<file path="src/rtl/noise_lfsr_multi.sv">
// Multi-channel noise source: one shared XNOR-feedback LFSR, NUM_CH channels with a
// per-channel mode and tick prescaler.
// Optional macro NOISE_LFSR_LOCKUP_RECOVER_EN: when defined, a running tick on the
// all-ones lockup state clears the LFSR instead of holding it.
module noise_lfsr_multi #(
  parameter int unsigned LFSR_W = 16,
  parameter int unsigned TAP_A  = 3,
  parameter int unsigned TAP_B  = 14,
  parameter int unsigned NUM_CH = 2,
  parameter int unsigned DIV_W  = 4,
  localparam int unsigned CH_W  = (NUM_CH > 1) ? $clog2(NUM_CH) : 1
) (
  input  logic              clk,
  input  logic              rst_n,
  input  logic              tick_en,
  input  logic              run,
  input  logic              wr_en,
  input  logic [CH_W-1:0]   wr_ch,
  input  logic [1:0]        wr_mode,
  input  logic [DIV_W-1:0]  wr_div,
  input  logic              seed_we,
  input  logic [LFSR_W-1:0] seed_data,
  output logic [LFSR_W-1:0] lfsr_q,
  output logic [NUM_CH-1:0] noise_out,
  output logic              lockup
);

  localparam logic [1:0] ModeMsbToggle  = 2'd0;
  localparam logic [1:0] ModeNibToggle  = 2'd1;
  localparam logic [1:0] ModeMsbDirect  = 2'd2;
  localparam logic [1:0] ModeMute       = 2'd3;

  logic [LFSR_W-1:0] lfsr_d;
  logic              fb;

  logic [1:0]       mode_q [NUM_CH];
  logic [1:0]       mode_d [NUM_CH];
  logic [DIV_W-1:0] div_q  [NUM_CH];
  logic [DIV_W-1:0] div_d  [NUM_CH];
  logic [DIV_W-1:0] cnt_q  [NUM_CH];
  logic [DIV_W-1:0] cnt_d  [NUM_CH];
  logic [NUM_CH-1:0] noise_q;
  logic [NUM_CH-1:0] noise_d;

  // Shared LFSR next state: seed load beats tick; a stopped tick clears the register.
  always_comb begin
    fb     = ~(lfsr_q[TAP_A] ^ lfsr_q[TAP_B]);
    lfsr_d = lfsr_q;
    if (seed_we) begin
      lfsr_d = seed_data;
    end else if (tick_en) begin
      if (!run) begin
        lfsr_d = '0;
`ifdef NOISE_LFSR_LOCKUP_RECOVER_EN
      end else if (&lfsr_q) begin
        // All-ones maps to itself under XNOR feedback; kick it back to zero.
        lfsr_d = '0;
`endif
      end else begin
        lfsr_d = {lfsr_q[LFSR_W-2:0], fb};
      end
    end
  end

  // Per-channel config, prescaler and output bit. Fire decisions use the
  // pre-update LFSR, so channels still see the old value on a run=0 clear.
  always_comb begin
    for (int i = 0; i < int'(NUM_CH); i++) begin
      mode_d[i]  = mode_q[i];
      div_d[i]   = div_q[i];
      cnt_d[i]   = cnt_q[i];
      noise_d[i] = noise_q[i];
      if (wr_en && (wr_ch == CH_W'(i))) begin
        // Config write wins over a same-cycle tick for this channel only.
        mode_d[i]  = wr_mode;
        div_d[i]   = wr_div;
        cnt_d[i]   = '0;
        noise_d[i] = 1'b0;
      end else if (tick_en) begin
        if (cnt_q[i] == div_q[i]) begin
          cnt_d[i] = '0;
          unique case (mode_q[i])
            ModeMsbToggle: noise_d[i] = noise_q[i] ^ lfsr_q[LFSR_W-1];
            ModeNibToggle: noise_d[i] = noise_q[i] ^ ~(&lfsr_q[LFSR_W-2:LFSR_W-5]);
            ModeMsbDirect: noise_d[i] = lfsr_q[LFSR_W-1];
            ModeMute:      noise_d[i] = 1'b0;
            default:       noise_d[i] = noise_q[i];
          endcase
        end else begin
          cnt_d[i] = cnt_q[i] + DIV_W'(1);
        end
      end
    end
  end

  // State registers; reset gives odd channels mode 1 and even channels mode 0.
  always_ff @(posedge clk or negedge rst_n) begin
    if (!rst_n) begin
      lfsr_q  <= '0;
      noise_q <= '0;
      for (int i = 0; i < int'(NUM_CH); i++) begin
        mode_q[i] <= (i % 2 == 1) ? ModeNibToggle : ModeMsbToggle;
        div_q[i]  <= '0;
        cnt_q[i]  <= '0;
      end
    end else begin
      lfsr_q  <= lfsr_d;
      noise_q <= noise_d;
      for (int i = 0; i < int'(NUM_CH); i++) begin
        mode_q[i] <= mode_d[i];
        div_q[i]  <= div_d[i];
        cnt_q[i]  <= cnt_d[i];
      end
    end
  end

  assign noise_out = noise_q;
  assign lockup    = &lfsr_q;

endmodule

</file>
<file path="config.mk">
export PLATFORM = sky130hd
export DESIGN_NAME = noise_lfsr_multi
export DESIGN_NICKNAME = d
export VERILOG_FILES = /design/src/rtl/noise_lfsr_multi.sv
export SDC_FILE = /design/constraint.sdc
export NUM_CORES = 1
export LEC_CHECK = 0
export ABC_AREA = 0
export ABC_CLOCK_PERIOD_IN_PS = 1700
export BUFFER_PORTS_ARGS = -buffer_cell sky130_fd_sc_hd__buf_2
export CORE_MARGIN = 2
export CORE_UTILIZATION = 45
export CTS_BUF_LIST = sky130_fd_sc_hd__clkbuf_2
export CTS_CLUSTER_DIAMETER = 150
export DETAILED_ROUTE_END_ITERATION = 8
export PLACE_DENSITY_LB_ADDON = 0.1
export SETUP_SLACK_MARGIN = 0.15
export SLEW_MARGIN = 20
export SYNTH_ARGS = -nofsm -noshare
export SYNTH_HDL_FRONTEND = slang
export SYNTH_SLANG_ARGS = --single-unit
</file>
<file path="constraint.sdc">
create_clock -name clk -period 1.7 [get_ports clk]
set_input_delay 0.17 -clock clk [delete_from_list [all_inputs] [get_ports clk]]
set_output_delay 0.17 -clock clk [all_outputs]
set_load 0.05 [all_outputs]
</file>
==> results.md <==
- The uppermost layer routed is met4.
- The count of fill cells added during filler insertion is ~350.
- The all-layer global routing usage is roughly 21%.
- The number of placed instances with taps included is between 200 and 300.
- The number of H-tree branching levels is 2.
- The maximum net fanout on the critical path is 4.
- The number of antenna violations at the first check in global routing is 0.
- IR analysis of the VDD net gives a maximum drop of between 0.4 and 0.5 mV.
- After detailed routing, the number of remaining DRC violations is 0.
- For the pin with the worst max-slew slack, the measured transition is around 0.47 ns.
- Routability-driven placement finished with a final weighted congestion of roughly 0.72.
- The number of warnings printed during yosys synthesis is 0.
- The number of endpoints with negative hold slack in the final report is 0.
- Setup repair after global routing could not meet its margin everywhere.
- After synthesis the cells add up to just under 0.002 mm².
- The required time at the worst-slack endpoint is around 1.5 ns.
- Counting the buffers created by CTS gives 5.
- The cell family with the largest share of critical-path delay is simple AND/OR/NAND/NOR gates.
- Once detail routing completed, the nets flagged for antenna violations numbered 0.
- Setup violations remaining at the end of the flow were counted as 0.
- The endpoint kind of the worst setup timing path is a primary output.
- Entering global routing, the biggest net connects 33 pins.
- The share of the cycle needed by the critical path after routing is 96.9%.
- The met2 routed wirelength is about 2.4 mm.
- The routed design could run at a clock period as short as around 1.6 ns.
- The CTS tree is built.
- The detailed-router iteration count before antenna repair is 4.
- The final wirelength is approximately 4.7 mm.
- The final setup skew is about 0.028 ns.
- The proportion of layout cells with a drive suffix above 1 is 38.0%.
- The core region is slightly above 0.004 mm².
- After Yosys synthesis, full adders, half adders and majority gates account for approximately 1.3% of the synthesized area.
- On the critical path, the stage with the largest delay is an instance of sky130_fd_sc_hd__dfrtp_2.
- In this run the clock root is driven by a sky130_fd_sc_hd__clkbuf_2.
- The synthesized design contains 38 register bits.
- From left edge to right edge, the die measures 69.7 µm.
- In the synthesized netlist, the number of instances is 190.
- Once the floorplan was initialized, standard cells occupied 47.5% of the core.
- The CTS sink count is 38.
- The reg2reg setup slack is 0.25 ns.
- In this run, distinct cell masters in the synthesized netlist total 27.
- Excluding fillers, the count of instances in the completed layout stands at 316.
- The count of buffers added on input and output ports is 47.
- The number of nets in the finished design is between 200 and 300.
- The detailed-route vias per instance is approximately 5.4.
- The run finished with clean final reports.
- In this run the count of I/O pins placed on the die edge is between 40 and 50.
- Together, buffers and inverters on the worst path number 1.
- The met3 wire length is around 200 µm.
- After Yosys synthesis, XOR and XNOR cells account for 5.86% of the synthesized area.
- The worst hold path class is input pin to register.
- The total congestion overflow after global routing is 0.
- The signal on the critical path passes through nand4_1, nor4_4, buf_6.
- After Yosys synthesis, and, or, nand and nor cells account for 20.7% of the synthesized area.
- In this run the most critical hold path is launched from wr_mode[1].
- The critical path launch point type is a register.
- After synthesis, the largest family of logic cells by area is simple AND/OR/NAND/NOR gates.
- The worst setup path is of the register to primary output kind.
- The height of the chip is ~70 µm.
- The launching point of the worst reg2reg path is cnt_q[3]$_DFFE_PN0P_.
- The overall power after layout is 2.43 mW.
- Static timing analysis puts the maximum clock frequency at about 600 MHz.
- The number of DRC violations after detailed-routing iteration 0 is between 50 and 60.
- The register area share after synthesis is between 40% and 50%.
- The maximum buffer depth of the clock tree is 2.
- The first global-routing pass estimated 8.09 mm of wire.
- The placed wire-length estimate is ~3.2 mm.
- Measured against the total synthesized area, the mux share comes to around 7.0%.
- The total number of vias is roughly 1.7k.
- The number of global-route vias before repair came to about 1.7k.
- The wire length on met1 is between 1.5 and 2 mm.
- The most critical setup path has its startpoint at lfsr_q[2]$_DFFE_PN0P_.
- Data arrives at the worst endpoint at between 1 and 1.5 ns.
- The initialized floorplan defines 23 standard-cell rows.
- In this run the tightest slew margin relative to its limit is around 69%.
- The delay of the slowest cell on the worst path is about 0.43 ns.
- The later pin in the worst-skew pair is clocked with a latency of approximately 0.40 ns.
- Dividing the detail-routed wire length by the instance count gives 14.8 µm.
- The mean post-synth cell area is about 10 µm².
- The number of max-slew violations in the final report was 0.
- Max-cap violations in this run came to 0.
- The synthesized netlist net count is roughly 220.
- The static leakage is between 1 and 1.5 nW.
- Summing the areas of all compound-gate instances in the mapped netlist gives between 10% and 20% of the synthesized area.
- The die footprint is just under 0.005 mm².
- The signed area change from the synthesized netlist to the final layout is 34.3%.
- Power spread over the standard cell area amounts to between 900 and 1000 mW/mm².
- The CTS clock-pin slew for the worst setup and hold paths is 0.21 ns.
- The antenna diode count is 0.
state kept, by name (all words and copies together) (netlist names):
name and flops:
cnt_q 8, div_q 8, lfsr_q 16, mode_q 4, noise_out 2
cell families (layout without fill, tap and decap cells):
family,count (synthesis),after routing
buffers and inverters,13,89
XOR/XNOR,13,13
multiplexers,12,12
flip-flops,38,38
AO/OA/AOI/OAI,44,44
AND/OR/NAND/NOR,68,68
adder cells (fa/ha/maj),2,2
layer usage:
metal	vias to the layer above	global-route usage [%]
met1	835	24.7
met2	46	36.0
met5	-	0
met3	13	4.80
met4	0	8.33
li1	828	-
final timing paths:
check                                           end  depth (start not counted)
min                           mode_q[3]$_DFFE_PN0P_                          2
min reg2reg                    div_q[3]$_DFFE_PN0P_                          1
max reg2reg                noise_out[1]$_DFFE_PN0P_                          4
max                                          lockup                          3
max in group asynchronous     mode_q[0]$_DFFE_PN1P_                          3
min in group asynchronous      cnt_q[4]$_DFFE_PN0P_                          2
what timing repair did:
| action | CTS | global route |
|---|---|---|
| setup buffers | 5 | 2 |
| hold buffers | 20 | 2 |
| gates resized for setup | 2 | 3 |
| pin swaps | 1 | 6 |
| endpoints found under the setup margin | 1 | 6 |
| hold endpoints to repair | 39 | 3 |
power by group:
| group | switching, mW | internal [mW] |
|---|---|---|
| registers | 0.118 | 1.03 |
| clock network | 0.306 | 0.262 |
| logic | 0.411 | 0.296 |
| total | 0.835 | 1.59 |
worst reg2reg max path, stage by stage, from the launching register on:
cell and delay (ns):
sky130_fd_sc_hd__dfrtp_1 0.46, sky130_fd_sc_hd__xor2_1 0.17, sky130_fd_sc_hd__nor4_2 0.41, sky130_fd_sc_hd__a21oi_1 0.14, sky130_fd_sc_hd__a311oi_2 0.20
placed cells by master, fill, tap and decap left out, types with 10 or more instances in the layout:
master | synthesis | routed
sky130_fd_sc_hd__nor2b_1 | 17 | 17
sky130_fd_sc_hd__mux2_2 | 12 | 12
sky130_fd_sc_hd__a31oi_1 | 15 | 15
sky130_fd_sc_hd__buf_4 | 0 | 11
sky130_fd_sc_hd__nand2_1 | 15 | 15
sky130_fd_sc_hd__dfrtp_2 | 0 | 17
sky130_fd_sc_hd__dfrtp_1 | 37 | 20
sky130_fd_sc_hd__o21ai_0 | 16 | 16
sky130_fd_sc_hd__buf_2 | 6 | 46
sky130_fd_sc_hd__dlygate4sd3_1 | 0 | 22
sky130_fd_sc_hd__xor2_1 | 10 | 10
stage by stage:
stage,util [%],cell area (µm²),TNS (ns),hold slack [ns],setup slack (ns)
2_1_floorplan,-,1980,0,-0.126,0.118
3_3_place_gp,55.1,2250,0,0.157,0.278
3_5_place_dp,55.1,2250,0,0.156,0.231
4_1_cts,62.7,2560,0,0.00683,0.0223
5_1_grt,63.8,2610,-0.0202,0.0104,-0.0202
6_report,63.8,2610,0,0.0304,0.0521
final cells by class:
| type | instances | area, µm² | area share, % |
|---|---|---|---|
| clock inverters | 1 | 30.0 | 1.15 |
| flip-flops and latches | 38 | 973 | 37.3 |
| multi-input cells | 139 | 960 | 36.8 |
| inverters | 1 | 3.75 | 0.144 |
| clock buffers | 7 | 35.0 | 1.34 |
| repair buffers | 80 | 544 | 20.9 |
| well taps | 50 | 62.6 | 2.40 |
synthesized netlist by cell type (all sizes together):
| cell type | number | area, µm² |
|---|---|---|
| a21oi | 9 | 45.0 |
| a311oi | 3 | 32.5 |
| a31oi | 15 | 93.8 |
| and2 | 3 | 18.8 |
| and3 | 4 | 25.0 |
| buf | 6 | 30.0 |
| clkbuf | 6 | 22.5 |
| dfrtp | 37 | 926 |
| dfstp | 1 | 26.3 |
| ha | 2 | 25.0 |
| inv | 1 | 3.75 |
| mux2 | 12 | 135 |
| nand2 | 15 | 56.3 |
| nand2b | 8 | 50.1 |
| nand3 | 2 | 10.0 |
| nand3b | 4 | 30.0 |
| nand4 | 4 | 25.0 |
| nor2 | 2 | 7.51 |
| nor2b | 17 | 106 |
| nor4 | 7 | 56.3 |
| o21ai | 17 | 85.1 |
| or3b | 2 | 17.5 |
| xnor2 | 3 | 26.3 |
| xor2 | 10 | 87.6 |
Note: power is estimated with default switching activity, not from simulation.
